==> src/rtl/regfile_multiport.sv <==
// Multiport register bank: N_RD registered read ports, one write port, one debug read port,
// a post-reset clear sequence and a ready flag. Optional macro REGFILE_BYPASS_EN selects write-first reads.
module regfile_multiport #(
  parameter int unsigned NB_REG     = 5,
  parameter int unsigned NB_DATA    = 32,
  parameter int unsigned N_REGISTER = 32,
  parameter int unsigned N_RD       = 2
) (
  input  logic                      clock_i,
  input  logic                      reset_i,
  input  logic                      wr_en_i,
  input  logic [NB_REG-1:0]         wr_addr_i,
  input  logic [NB_DATA-1:0]        wr_data_i,
  input  logic [N_RD*NB_REG-1:0]    rd_addr_i,
  output logic [N_RD*NB_DATA-1:0]   rd_data_o,
  input  logic [NB_REG-1:0]         dbg_addr_i,
  output logic [NB_DATA-1:0]        dbg_data_o,
  output logic                      ready_o,
  output logic                      wr_drop_o
);

  localparam int unsigned LAST_IDX = N_REGISTER - 1;

  typedef enum logic {
    ST_CLEAR = 1'b0,
    ST_READY = 1'b1
  } state_t;

  state_t                    r_state;
  state_t                    w_next_state;
  logic [NB_REG-1:0]         r_clr_idx;
  logic [NB_REG-1:0]         w_next_clr_idx;
  logic                      w_clr_last;
  logic                      w_wr_accept;
  logic [NB_DATA-1:0]        r_regs [N_REGISTER];
  logic [N_RD*NB_DATA-1:0]   r_rd_data;
  logic [N_RD*NB_DATA-1:0]   w_rd_next;
  logic [NB_DATA-1:0]        r_dbg_data;
  logic [NB_DATA-1:0]        w_dbg_next;
  logic                      r_ready;
  logic                      r_wr_drop;

  // Address maps to an implemented, non-zero register
  function automatic logic f_addr_ok(input logic [NB_REG-1:0] a);
    return (a != '0) && (32'(a) < N_REGISTER);
  endfunction

  // Clear sequencer next-state
  always_comb begin
    w_next_state   = r_state;
    w_next_clr_idx = r_clr_idx;
    w_clr_last     = 1'b0;
    case (r_state)
      ST_CLEAR: begin
        w_clr_last     = (r_clr_idx == NB_REG'(LAST_IDX));
        w_next_clr_idx = w_clr_last ? '0 : r_clr_idx + NB_REG'(1);
        if (w_clr_last) begin
          w_next_state = ST_READY;
        end
      end
      ST_READY: begin
        w_next_state = ST_READY;
      end
      default: begin
        w_next_state = ST_CLEAR;
      end
    endcase
  end

  assign w_wr_accept = (r_state == ST_READY) && wr_en_i && f_addr_ok(wr_addr_i);

  // Read mux; everything reads zero until the clear sequence finishes
  always_comb begin
    logic [NB_REG-1:0] v_addr;
    w_rd_next  = '0;
    w_dbg_next = '0;
    v_addr     = '0;
    if (r_state == ST_READY) begin
      for (int unsigned k = 0; k < N_RD; k++) begin
        v_addr = rd_addr_i[k*NB_REG +: NB_REG];
        if (f_addr_ok(v_addr)) begin
          w_rd_next[k*NB_DATA +: NB_DATA] = r_regs[v_addr];
        end
`ifdef REGFILE_BYPASS_EN
        if (w_wr_accept && (v_addr == wr_addr_i)) begin
          w_rd_next[k*NB_DATA +: NB_DATA] = wr_data_i;
        end
`endif
      end
      if (f_addr_ok(dbg_addr_i)) begin
        w_dbg_next = r_regs[dbg_addr_i];
      end
    end
  end

  always_ff @(posedge clock_i) begin
    if (reset_i) begin
      r_state    <= ST_CLEAR;
      r_clr_idx  <= '0;
      r_rd_data  <= '0;
      r_dbg_data <= '0;
      r_ready    <= 1'b0;
      r_wr_drop  <= 1'b0;
    end else begin
      r_state    <= w_next_state;
      r_clr_idx  <= w_next_clr_idx;
      r_rd_data  <= w_rd_next;
      r_dbg_data <= w_dbg_next;
      r_ready    <= (w_next_state == ST_READY);
      r_wr_drop  <= (r_state == ST_CLEAR) && wr_en_i;
    end
  end

  // Storage array has no reset; the clear sequence zeroes it one entry per cycle
  always_ff @(posedge clock_i) begin
    if (!reset_i) begin
      if (r_state == ST_CLEAR) begin
        r_regs[r_clr_idx] <= '0;
      end else if (w_wr_accept) begin
        r_regs[wr_addr_i] <= wr_data_i;
      end
    end
  end

  assign rd_data_o  = r_rd_data;
  assign dbg_data_o = r_dbg_data;
  assign ready_o    = r_ready;
  assign wr_drop_o  = r_wr_drop;

endmodule

==> config.mk <==
export PLATFORM = sky130hd
export DESIGN_NAME = regfile_multiport
export DESIGN_NICKNAME = d
export VERILOG_FILES = /design/src/rtl/regfile_multiport.sv
export SDC_FILE = /design/constraint.sdc
export NUM_CORES = 1
export LEC_CHECK = 0
export BUFFER_PORTS_ARGS = -buffer_cell sky130_fd_sc_hd__buf_4
export CAP_MARGIN = 20
export CORE_UTILIZATION = 57
export DETAILED_ROUTE_END_ITERATION = 6
export PLACE_DENSITY_LB_ADDON = 0.05
export RECOVER_POWER = 100
export REMOVE_ABC_BUFFERS = 1
export SLEW_MARGIN = 20
export SYNTH_ARGS = -nofsm -noshare
export SYNTH_HDL_FRONTEND = slang
export SYNTH_SLANG_ARGS = --single-unit
==> constraint.sdc <==
create_clock -name clock_i -period 5.4 [get_ports clock_i]
set_input_delay 0.54 -clock clock_i [delete_from_list [all_inputs] [get_ports clock_i]]
set_output_delay 0.54 -clock clock_i [all_outputs]
set_load 0.01 [all_outputs]
; ---- After elaboration in Yosys (flattened, before gate mapping)
; Memory sizes are Yosys's and may differ from the RTL's. A register that Yosys moved wholly into a read port is not among the register bits.
; Cells that the tools add are included.
[totals]
regBits = 7
ramBits = 1024
input_bits = 55
out_inout_bits = 98
elab_cells = 34
memories = 1
[op_classes]
add_sub_neg = 1
eq_ne = 1
n_mux = 13
n_bitwise = 4
reduce_logical = 11
[mem_list]
columns = name, words, word_bits, read_ports, rd_clocked_by_memory_dff, wr, line_no
row1 = r_regs, 32, 32, 3, 3, 1, 35  ; logic [NB_DATA-1:0] r_regs [N_REGISTER];
[ops]
columns = operator, count
row1 = 2-to-1 mux 32 bit, 1
row2 = OR reduction 32 bit, 1
row3 = nonzero test 5 bit, 4
row4 = 2-to-1 mux 5 bit, 2
row5 = 2-to-1 mux 1 bit, 9
row6 = OR reduction 3 bit, 3
row7 = "adder 5 x 1 -> 5 bit, second input constant", 1
row8 = "== test 5 bit, second input constant", 1
row9 = NOT 1 bit, 4
row10 = logical AND 1 bit, 3
row11 = case mux 1 bit (2 select lines), 1

; ---- Depth between registers and ports, before layout
[depth]
depth_word = 8
ltp_mapped = 9
ltp_nobuf = 6

; ---- Least setup slack after synthesis
; No wires, ideal clock.
[synth_path]
path_kind = input to register
from = input port wr_addr_i[4]
to = memory r_regs[19][0] (enable)
setup_ns = 0.501
arrival_ns = 4.601
t_required_ns = 4.899
path_slack_ns = 0.297
stages = 5
path_buffers = 1
cell_sequence = nor3_1 -> a21o_1 -> clkbuf_1 -> a31oi_1 -> nor4_1
[synth_via]
elab_chain_cells = 8
elab_cells_between_ends = 9
cone_classes = 6 x mux / 3 x reduce/logical
[synth_lines]
columns = item, line_no
row1 = from (decl), 12  ; input logic [NB_REG-1:0] wr_addr_i,
row2 = nonzero test 5 bit, 45  ; return (a != '0) && (32'(a) < N_REGISTER);
row3 = logical AND 1 bit, 70  ; assign w_wr_accept = (r_state == ST_READY) && wr_en_i && f_addr_ok(wr_addr_i);
row4 = 2-to-1 mux 1 bit, 119  ; end else if (w_wr_accept) begin
row5 = 2-to-1 mux 1 bit, 117  ; if (r_state == ST_CLEAR) begin
row6 = 2-to-1 mux 1 bit, 116  ; if (!reset_i) begin
row7 = 2-to-1 mux 1 bit (not written as such), 120  ; r_regs[wr_addr_i] <= wr_data_i;
row8 = OR reduction 32 bit (no line), n/a
row9 = 2-to-1 mux 5 bit (no line) or 2-to-1 mux 1 bit (tied branches), n/a
row10 = to (decl), 35
; Several ways; a longest one is shown, not always the timed one.

==> impl_metrics.csv <==
group,metric,value,unit
run_status,outcome,"finished with violations",
run_status,failed_checks,"capacitance limit, slew limit",
worst_setup_path,critical_path_class,"reg2reg",
floorplan,core-area,100000,um^2
route,initialDrtViolationCount,5011,
global_routing,grt_pass1_vias,36700,
worst_setup_path,crit_fanout,19,
global_routing,overflow,0,
floorplan,die_y,321,um
floorplan,start_util,57.8,%
placed_design,place_ws,1.48,ns
synthesis,yosysUniqueCellTypes,52,
synthesis,avgSynthCellArea,18.9,um^2
hold_path,holdPathStages,2,
clock_network,cts_made_buffers,116,
floorplan,dieArea,103000,um^2
clock_network,clkLatencyLatePin,0.71,ns
timing,tightestPinTransition,3.59,ns
worst_setup_path,end_kind,"register",
cells_and_area,nFillCells,6984,
worst_setup_path,critical_path_required,5.69,ns
worst_setup_path,critPathLaunchType,"register",
timing,fin_worst_skew,0.0213,ns
route,ant_nets,0,
global_routing,grt_max_degree,90,
hold_path,hp-start,"reset_i",
route,first_pass_iters,6,
global_routing,track_usage,36.6,%
placed_design,port_buffers,152,
clock_network,holdBufCountCts,0,
timing,max_freq,222,MHz
timing,finalCritPeriodShare,83.5,%
synthesis,synth_cells,3073,
floorplan,io_pins,153,
global_routing,antenna_found_initial,4,
synthesis,synth_seq_area_share,56.5,%
power_and_ir_drop,irDropWorstVdd,0.320,mV
synthesis,ys_warn_count,0,
clock_network,cts_htree_levels,3,
global_routing,grt_pass1_wl,265000,um
clock_network,cts_buffer_depth,3,
synthesis,ys.flop_type,"edfxtp_1",
timing,slew_violations,1259,
route,viasPerCell,7.78,
timing,setup_viol,0,
cells_and_area,seq_area,32800,um^2
route,vias,36100,
cells_and_area,multi_input_area,23900,um^2
power_and_ir_drop,pwr_density_cell,298,nW/um^2
cells_and_area,area_growth,10.3,%
worst_setup_path,reg2reg_slack,0.89,ns
timing,slew_headroom,-140,%
placed_design,dp_hpwl,105000,um
synthesis,synthArstFlopShare,0,%
synthesis,synth_enable_flop_cells,1024,
timing,fin_ws,0.892,ns
timing,rsz0062_at_grt,"false",
placed_design,globalplace.congestion,0.869,
route,avgRoutedWirePerCell,40.1,um
worst_setup_path,r2r_end,"r_regs[18][25]",
worst_setup_path,reg2reg_from,"ready_o",
timing,finalHoldViolCount,0,
floorplan,die_w,321,um
timing,period_needed,4.51,ns
clock_network,clkSlewWorstSetupHoldPaths,0.06,ns
clock_network,cts_resized,0,
clock_network,cts_root_buffer,"clkbuf_16",
worst_setup_path,cp.arrival,4.80,ns
cells_and_area,fin_util,63.7,%
route,routed_wl,186000,um
clock_network,cts_sinks,1127,
route,route.detailed.drc,0,
clock_network,cts_tree,"built",
cells_and_area,final_nets,3232,
clock_network,cts_setup_buffers,0,
worst_setup_path,r2r_cells,6,
hold_path,hold_path_class,"in2reg",
timing,tns,0,ns
cells_and_area,drive_above_1_share,32.4,%
floorplan,rows,116,
synthesis,synth_seq_cells,1127,
power_and_ir_drop,leakagePower,22.5,nW
hold_path,min_to,"r_clr_idx[2]",
synthesis,syn_area,58000,um^2
flow_run,cap_viol_max_count,52,
-- cell families after synthesis --
group / count (synthesis) / synth area share (%)
adders and majority gates: 2 / 0.0431
and+or+nand+nor: 178 / 1.62
muxes: 1122 / 34.2
AOI/OAI and AO/OA: 355 / 4.99
buffers and inverters: 289 / 2.58
DFF: 1127 / 56.5
-- Yosys cell counts (30+ instances only) --
master	n	share of area, %
nor3_1	41	0.35
o221ai_1	92	1.4
and2_1	34	0.37
a21oi_1	35	0.30
clkbuf_1	131	0.85
nand2_1	37	0.24
buf_2	94	0.81
mux2i_1	418	7.2
a22o_1	36	0.54
o22a_1	65	0.98
dfxtp_1	103	3.6
a22oi_1	30	0.39
edfxtp_1	1024	53
mux4_2	688	27
-- sequential cells by signal (all words and copies together) (netlist names) --
| signal | count |
|---|---|
| ready_o | 1 |
| wr_drop_o | 1 |
| rd_data_o | 64 |
| r_clr_idx | 5 |
| dbg_data_o | 32 |
| r_regs | 1024 |
-- worst max-delay path, stage by stage, from the launching register on --
cell and delay (ns):
dfxtp_1 0.65, nand3b_1 0.29, a21oi_4 0.78, o211ai_1 0.31
clkbuf_1 0.29, nor3_1 0.26, clkbuf_1 1.44
-- worst max-delay path by stage --
stage,startpoint,slack [ns],to
global route,ready_o,0.77,r_regs[10][20]
floorplan,wr_addr_i[4],0.23,r_regs[15][0]
CTS,ready_o,1.51,r_regs[10][26]
finish,ready_o,0.89,r_regs[18][25]
global placement,reset_i,1.61,r_regs[2][10]
detailed placement,reset_i,1.48,r_regs[10][26]
-- layer usage --
layer,global-route usage [%],routed length [um],up-vias
met4,16.2,8800,2
met5,0,7,-
met1,50.7,67700,19000
li1,-,-,13800
met2,56.0,86100,2826
met3,8.59,23500,518
-- cell type report --
class | count | area share [%]
flip-flops and latches | 1127 | 51.3
multi-input cells | 1657 | 37.3
clock buffers | 159 | 5.07
well taps | 1357 | 2.65
repair buffers | 270 | 2.61
clock inverters | 62 | 1.08
inverters | 3 | 0.0176
diodes | 2 | 0.00782
-- cells in the final DEF (no fill, tap or decap), drive strengths merged, types with 36 or more instances in the layout --
cell type and count:
a22o 36, buf 120, clkbuf 309, clkinv 44, dfxtp 103, edfxtp 1024
mux2i 418, mux4 688, nand2 37, nor3 41, o221ai 92, o22a 65
-- where the power goes --
part / switching [mW] / total (mW) / internal, mW
clock network: 3.45 / 8.32 / 4.87
registers: 0.0282 / 9.45 / 9.42
logic: 0.773 / 1.33 / 0.562
-- per-stage QoR --
| stage | hold slack [ns] | cell area, um^2 | instances | total power [mW] |
|---|---|---|---|---|
| after floorplan | 0.499 | 56500 | 2787 | 10.2 |
| after global placement | 0.548 | 60700 | 4413 | 10.9 |
| after detailed placement | 0.576 | 60700 | 4413 | 11.0 |
| after CTS | 0.0742 | 64600 | 4634 | 19.1 |
| after global routing | 0.112 | 64000 | 4635 | 19.5 |
| final | 0.109 | 64000 | 4637 | 19.1 |
No activity file was read; power rests on OpenSTA's default activity.
